File: src/rtl/sha1_pad.sv
// SHA-1 message padder: packs a 32-bit big-endian word stream into
// padded 512-bit blocks (0x80, zero fill, 64-bit bit length).
//
// Ports:
//   clk, rst_n                 clock, async active-low reset
//   din, din_valid, din_ready  message word stream (valid/ready)
//   din_last, din_nbytes       final word marker, bytes used in it
//   block, block_valid,        padded block out (valid/ready),
//   block_last, block_ready    block_last marks the message's final block
module sha1_pad #(
  parameter int N = 32
) (
  input  logic         clk,
  input  logic         rst_n,
  input  logic [N-1:0] din,
  input  logic         din_valid,
  input  logic         din_last,
  input  logic [2:0]   din_nbytes,
  output logic         din_ready,
  output logic [511:0] block,
  output logic         block_valid,
  output logic         block_last,
  input  logic         block_ready
);

  localparam logic [1:0] FILL = 2'd0;
  localparam logic [1:0] PAD  = 2'd1;
  localparam logic [1:0] EMIT = 2'd2;

  logic [1:0]  state;
  logic [3:0]  s;
  logic [63:0] len;
  logic        pend80;
  logic        lenhi_done;
  logic        pad_next;

  logic [2:0]  nb_eff;
  logic [5:0]  add_bits;
  logic [N-1:0] last_word;
  logic [31:0] pad_word;
  logic        pad_final;
  logic [8:0]  base;

  assign din_ready = (state == FILL);
  assign base      = {~s, 5'd0};
  assign pad_final = !pend80 && lenhi_done && (s == 4'd15);

  always_comb begin
    nb_eff    = din_nbytes[2] ? 3'd4 : din_nbytes;
    add_bits  = din_last ? {nb_eff, 3'd0} : 6'd32;
    last_word = din;
    unique case (nb_eff)
      3'd0:    last_word = 32'h8000_0000;
      3'd1:    last_word = {din[31:24], 24'h80_0000};
      3'd2:    last_word = {din[31:16], 16'h8000};
      3'd3:    last_word = {din[31:8], 8'h80};
      default: last_word = din;
    endcase
  end

  always_comb begin
    pad_word = 32'd0;
    if (pend80)
      pad_word = 32'h8000_0000;
    else if (s == 4'd14)
      pad_word = len[63:32];
    else if (s == 4'd15 && lenhi_done)
      pad_word = len[31:0];
  end

  always_ff @(posedge clk or negedge rst_n) begin
    if (!rst_n) begin
      state       <= FILL;
      s           <= 4'd0;
      len         <= 64'd0;
      pend80      <= 1'b0;
      lenhi_done  <= 1'b0;
      pad_next    <= 1'b0;
      block       <= 512'd0;
      block_valid <= 1'b0;
      block_last  <= 1'b0;
    end else begin
      unique case (state)
        FILL: begin
          if (din_valid) begin
            block[base +: 32] <= din_last ? last_word : din;
            len <= len + {58'd0, add_bits};
            if (din_last)
              pend80 <= (nb_eff == 3'd4);
            if (s == 4'd15) begin
              state       <= EMIT;
              block_valid <= 1'b1;
              block_last  <= 1'b0;
              pad_next    <= din_last;
            end else begin
              s <= s + 4'd1;
              if (din_last)
                state <= PAD;
            end
          end
        end
        PAD: begin
          block[base +: 32] <= pad_word;
          if (pend80)
            pend80 <= 1'b0;
          else if (s == 4'd14)
            lenhi_done <= 1'b1;
          if (s == 4'd15) begin
            state       <= EMIT;
            block_valid <= 1'b1;
            block_last  <= pad_final;
            pad_next    <= !pad_final;
          end else begin
            s <= s + 4'd1;
          end
        end
        EMIT: begin
          if (block_ready) begin
            s           <= 4'd0;
            block_valid <= 1'b0;
            lenhi_done  <= 1'b0;
            state       <= pad_next ? PAD : FILL;
            if (block_last)
              len <= 64'd0;
          end
        end
        default: state <= FILL;
      endcase
    end
  end

endmodule

File: config.mk
export PLATFORM = sky130hd
export DESIGN_NAME = sha1_pad
export DESIGN_NICKNAME = d
export VERILOG_FILES = /design/src/rtl/sha1_pad.sv
export SDC_FILE = /design/constraint.sdc
export NUM_CORES = 1
export LEC_CHECK = 0
export CAP_MARGIN = 20
export CORE_UTILIZATION = 45
export DETAILED_ROUTE_END_ITERATION = 8
export GPL_TIMING_DRIVEN = 0
export PLACE_DENSITY_LB_ADDON = 0.15
export SLEW_MARGIN = 20
export SYNTH_ARGS = -nofsm -noshare
export SYNTH_HDL_FRONTEND = slang
export SYNTH_SLANG_ARGS = --single-unit
File: constraint.sdc
create_clock -name clk -period 2.6 [get_ports clk]
set_clock_uncertainty 0.1 [all_clocks]
set_input_delay 0.52 -clock clk [delete_from_list [all_inputs] [get_ports clk]]
set_output_delay 0.52 -clock clk [all_outputs]
set_load 0.05 [all_outputs]
Word-level counts from Yosys, hierarchy flattened --
Index checks and enable logic that the tools add are counted.
Word-level totals: bits in registers 587, bits in latches 0, bits in writable memories 0, ROM bits 0, input port bits 40, logic and storage cells 95, memories kept 0
Operators by class: add/subtract/negate cells 3, multipliers 0, div/mod/pow operators 0, magnitude comparators 0, equality and inequality tests 17, shifts and indexed selects 3, multiplexer cells 44, bitwise operators 1, reductions and logical operators 18
Operators with widths (number):
- 512-bit bitwise mux | 2
- 512-bit one-hot mux with 2 select lines | 1
- 32-bit by 11-bit variable part select with 512-bit output | 2
- 512-bit two-way mux | 1
- 32-bit by 11-bit variable shift with 512-bit output, first input constant | 1
- 64-bit two-way mux | 3
- 32-bit two-way mux | 4
- 32-bit one-hot mux with 4 select lines | 1
- 64-bit one-hot mux with 2 select lines | 1
- 64-bit by 6-bit adder with 64-bit output | 1
- 4-bit AND reduction | 4
- 1-bit two-way mux | 14
- 2-bit != test, second input constant | 7
- 4-bit two-way mux | 3
- 4-bit one-hot mux with 3 select lines | 1
- 9-bit negator with 11-bit output | 1
- 2-bit two-way mux | 5
- 4-bit equality test, second input constant | 2
- 1-bit one-hot mux with 2 select lines | 4
- 3-bit by 2-bit equality test with 1-bit output, second input constant | 2
- 6-bit two-way mux | 1
- 2-bit one-hot mux with 3 select lines | 1
- 3-bit AND reduction | 2
- 2-bit nonzero test | 3
- other kinds (16) | 19

Depth between registers and ports, before layout --
depth after elaboration 8, gate-level depth with buffers 13, depth with buffers taken out 11

Worst setup path before layout --
Ideal clock, no wire load.
path type in2reg, start point in din_nbytes[2], end point reg len[63], setup time 0.125 ns, data arrival time 2.993 ns, path slack -0.619 ns, cell stages on the path 12, cells stage by stage and2b_1 > and2_1 > ha_1 > inv_1 > fa_1 > nor2b_1 > o21ai_1 > or3_1 > buf_2 > nor4_4 > nand3_1 > mux2_4
On the way: cells in the longest elaborated chain, start to end 5
RTL lines:
- from (decl) | line 18 | input logic [2:0] din_nbytes,
- 3-bit two-way mux | line 49 | nb_eff = din_nbytes[2] ? 3'd4 : din_nbytes;
- 6-bit two-way mux | line 50 | add_bits = din_last ? {nb_eff, 3'd0} : 6'd32;
- 64-bit by 6-bit adder with 64-bit output | line 87 | len <= len + {58'd0, add_bits};
- 64-bit two-way mux | line 85 | if (din_valid) begin
- 64-bit one-hot mux with 2 select lines | line 83 | unique case (state)
- to (signal assigned) | line 87
- to (decl) | line 32 | logic [63:0] len;
No other way between the ends. The select of a mux whose other input is x is not followed. A chain may end at the register's enable or synchronous reset.

Worst setup path in the final report --
start point reg state[1], end point out din_ready
On the way: cells in the longest elaborated chain, start to end 1
RTL lines:
- from (decl) | line 30 | logic [1:0] state;
- from (signal assigned) | line 122 | state <= pad_next ? PAD : FILL;
- 2-bit zero test | line 44 | assign din_ready = (state == FILL);
- to (decl) | line 19 | output logic din_ready,
No other way between the ends.

==> out/qor.csv <==
metric;value;unit
Worst slew margin;46.8;%
WL final;90.0;mm
Post-synth EDFFs;0;
period utilization;98.8;%
largest family of logic cells by synthesized area;compound AO/OA/AOI/OAI gates;
Synth Net Count;2277;
crit-path max cell delay;0.42;ns
outcome;finished, violations left;
post-synth top area cell;dfrtp_1;
Ports;555;
fill count;3960;
multiplexer share of the synthesized area;0.401;%
Yosys warnings;0;
antenna-violating nets left;0;
Clock Latency Late Sink;0.63;ns
met2 Use GR;51.3;%
HP Class;primary input to flip-flop;
Syn-to-layout area delta;45.1;%
Worst Tran Pin Value;0.798;ns
LEAKAGE;0.0145;uW
Reg clk slew, reported paths;0.06;ns
Hold Vio Cnt, Final;0;
crit-path cells;clkbuf_2, nor2_4, clkdlybuf4s15_2;
Area contributors post-synth;dfrtp_1, nand2_1, o31ai_1, nor2_1, a21oi_1;
CTS tree;done;
height of the chip;229;um
Post-synth top flop;dfrtp_1;
sequential share of the synthesized area;63.2;%
# rows;82;
CP Data Required Time;1.98;ns
synthesized flop and latch total;584;
simple-gate area share of the yosys netlist;14.6;%
Placer Congestion;0.926;
WL/cell;24.5;um
largest net degree at the start of global routing;104;
fraction of layout cells with a size suffix above 1;14.5;%
Mapped Area;23100;sq um
port buffer count;554;
post-route minimum period;2.57;ns
Core ar.;50400;sq um
Synth async-reset ratio;100;%
post-synthesis xor/xnor area fraction;2.12;%
Hold Path Depth;3;
met3 usage;7.47;%
Yosys top cell area share;63.2;%
Total Nets Final;2999;
Max Slew Vio Count;0;
Die Wd;229;um
Netlist cell types;61;
total power;46300;uW
vias;20900;
vias in the first global route;20200;
Adder-Cell Fraction of Synth Area;0.466;%
cells after synthesis;2229;
CP max stage cell;dfrtp_1;
first-pass GRT wire length;131;mm
final setup TNS;0;ns
violated checks;design-rule violations;
fin util;66.6;%
FMAX;389;MHz
CTS sink count;584;
clk root buf;clkbuf_16;
VDD IR max;1.39;mV
1st-pass router iterations;9;
WS Path Type;flip-flop to primary output;
initial antenna violation count;6;
Mean Syn Cell Area;10.4;sq um
unrepaired setup endpoints after global routing;true;
All-Layer GR Usage;33.6;%
CTS max path bufs;3;
PwrDens;1380;nW/um^2
die area;52300;sq um
element type at the critical path end;primary output;
dpl hpwl;66.3;mm
1st-iter DRT viols;2043;
max-cap viol count;0;
crit path DAT;1.95;ns
Top Usage Layer GRT;met2;
Post-DP Area;30200;sq um
GR Util met1;45.0;%
R2R cell count;11;
Initial Util;45.9;%
final setup vio count;0;
startpoint types;flip-flop;
post-route cell area;33500;sq um
Crit Path Max Fanout;10;
Synth Area in Compound Gates;15.6;%
number of H-tree levels;2;
drt drc;1;
vias per cell;5.69;
gr ovfl total;0;
Num CTS Buffers;59;
registers in the layout, summed over array words and instances (netlist names):
register     cells
block          512
len             61
s                4
state            2
block_last       1
block_valid      1
lenhi_done       1
pad_next         1
pend80           1
per-layer routing:
metal / wire length, um / share of wire [%] / vias up
li1: - / - / 9172
met1: 36200 / 40 / 10500
met2: 41300 / 46 / 1020
met3: 7740 / 8.6 / 191
met4: 4760 / 5.3 / 0
met5: 0 / 0 / -
synth_stat cells (2+ instances only):
library cell  instances
nor2_2                2
nand4_1              19
a222oi_1             18
nand2_1             373
xnor2_1              43
clkbuf_1            121
o21bai_1              2
nor2b_1               5
o31ai_1             149
buf_4                16
o21ai_1              13
xor2_1               13
o22ai_1               3
a22o_1               33
and4_1                2
mux2_2                6
o21a_1                3
and2_1                3
dfrtp_1             584
nand3_1              42
a21oi_1             199
or4_1                 3
o21ai_0             149
nor3b_1               4
nor3_2                2
nor4_1               18
nor3_1               26
buf_6                 5
a31oi_1               2
o22a_1                3
ha_1                  7
a22oi_1               6
or3_1                 4
buf_1                 4
and3_1               14
nand2b_1              4
nor2_1              267
buf_2                22
nand3b_1              2
inv_1                17
path summary, 6_finish.rpt:
check	startpoint	to	slack (ns)
worst max-delay path	state[1]	din_ready	0.03
worst max register to register	s[1]	block[179]	0.04
min in group asynchronous	rst_n	len[18]	0.30
max in group asynchronous	rst_n	block[388]	0.38
worst min-delay path	din_last	pad_next	0.17
worst min register to register	block[438]	block[438]	0.38
kinds of logic (layout without fill, tap and decap cells):
kind of cell	count (synthesis)	in the layout
flops	584	584
simple gates	800	800
mux	8	8
compound gates	588	588
other cells	0	4
buf+inv	185	957
fa+ha+maj	8	8
xor+xnor	56	56
per-stage QoR:
stage | setup slack [ns] | hold WS (ns) | instances
finish | 0.0307 | 0.170 | 3677
global route | -0.0485 | 0.197 | 3676
CTS | -0.120 | 0.208 | 3654
global placement | -24.34 | 0.362 | 3455
floorplan | -0.329 | 0.124 | 2229
detailed placement | -1.23 | 0.365 | 3507
cell type report:
class	count	area (sq um)	share of cell area [%]
antenna	4	10.0	0.0299
buffer	161	960	2.86
clock buffer	84	1730	5.17
clock inverter	27	233	0.694
inverter	17	67.6	0.202
multi-input combinational	1460	8410	25.1
sequential	584	14600	43.6
tap	672	841	2.51
timing repair buffer	668	6650	19.8
timing repair:
item                       in CTS  in global routing
setup endpoints to repair     561                473
hold endpoints to repair       60                  0
resized for setup             115                171
hold buffers                    1                  0
setup buffers                  40                 21
gates cloned                    0                  5
pin swaps                      34                 30
power breakdown:
group	total (uW)	leakage (uW)	switching (uW)	internal, uW
clock	8600	0.000958	3740	4860
sequential	13500	0.00775	1700	11800
combinational	24200	0.00575	17000	7170
total	46300	0.0145	22500	23800
cell usage in the layout, fill, tap and decap left out, types with 46 or more instances in the layout:
master           netlist  routed
nand2_1              373     370
dfrtp_1              584     583
a21oi_1              199     197
clkbuf_16              0      65
clkbuf_2               0      46
nor2_1               267     258
o31ai_1              149     135
clkbuf_1             121      71
clkdlybuf4s50_1        0     547
buf_4                 16      71
o21ai_0              149     144
worst max-delay path, delay by kind of cell, from the launching register on:
| kind | cells | cell delay, ns |
|---|---|---|
| and+or+nand+nor | 1 | 0.25 |
| DFF | 1 | 0.42 |
| buffers and inverters | 2 | 0.65 |
No activity file was read; power rests on OpenSTA's default activity.
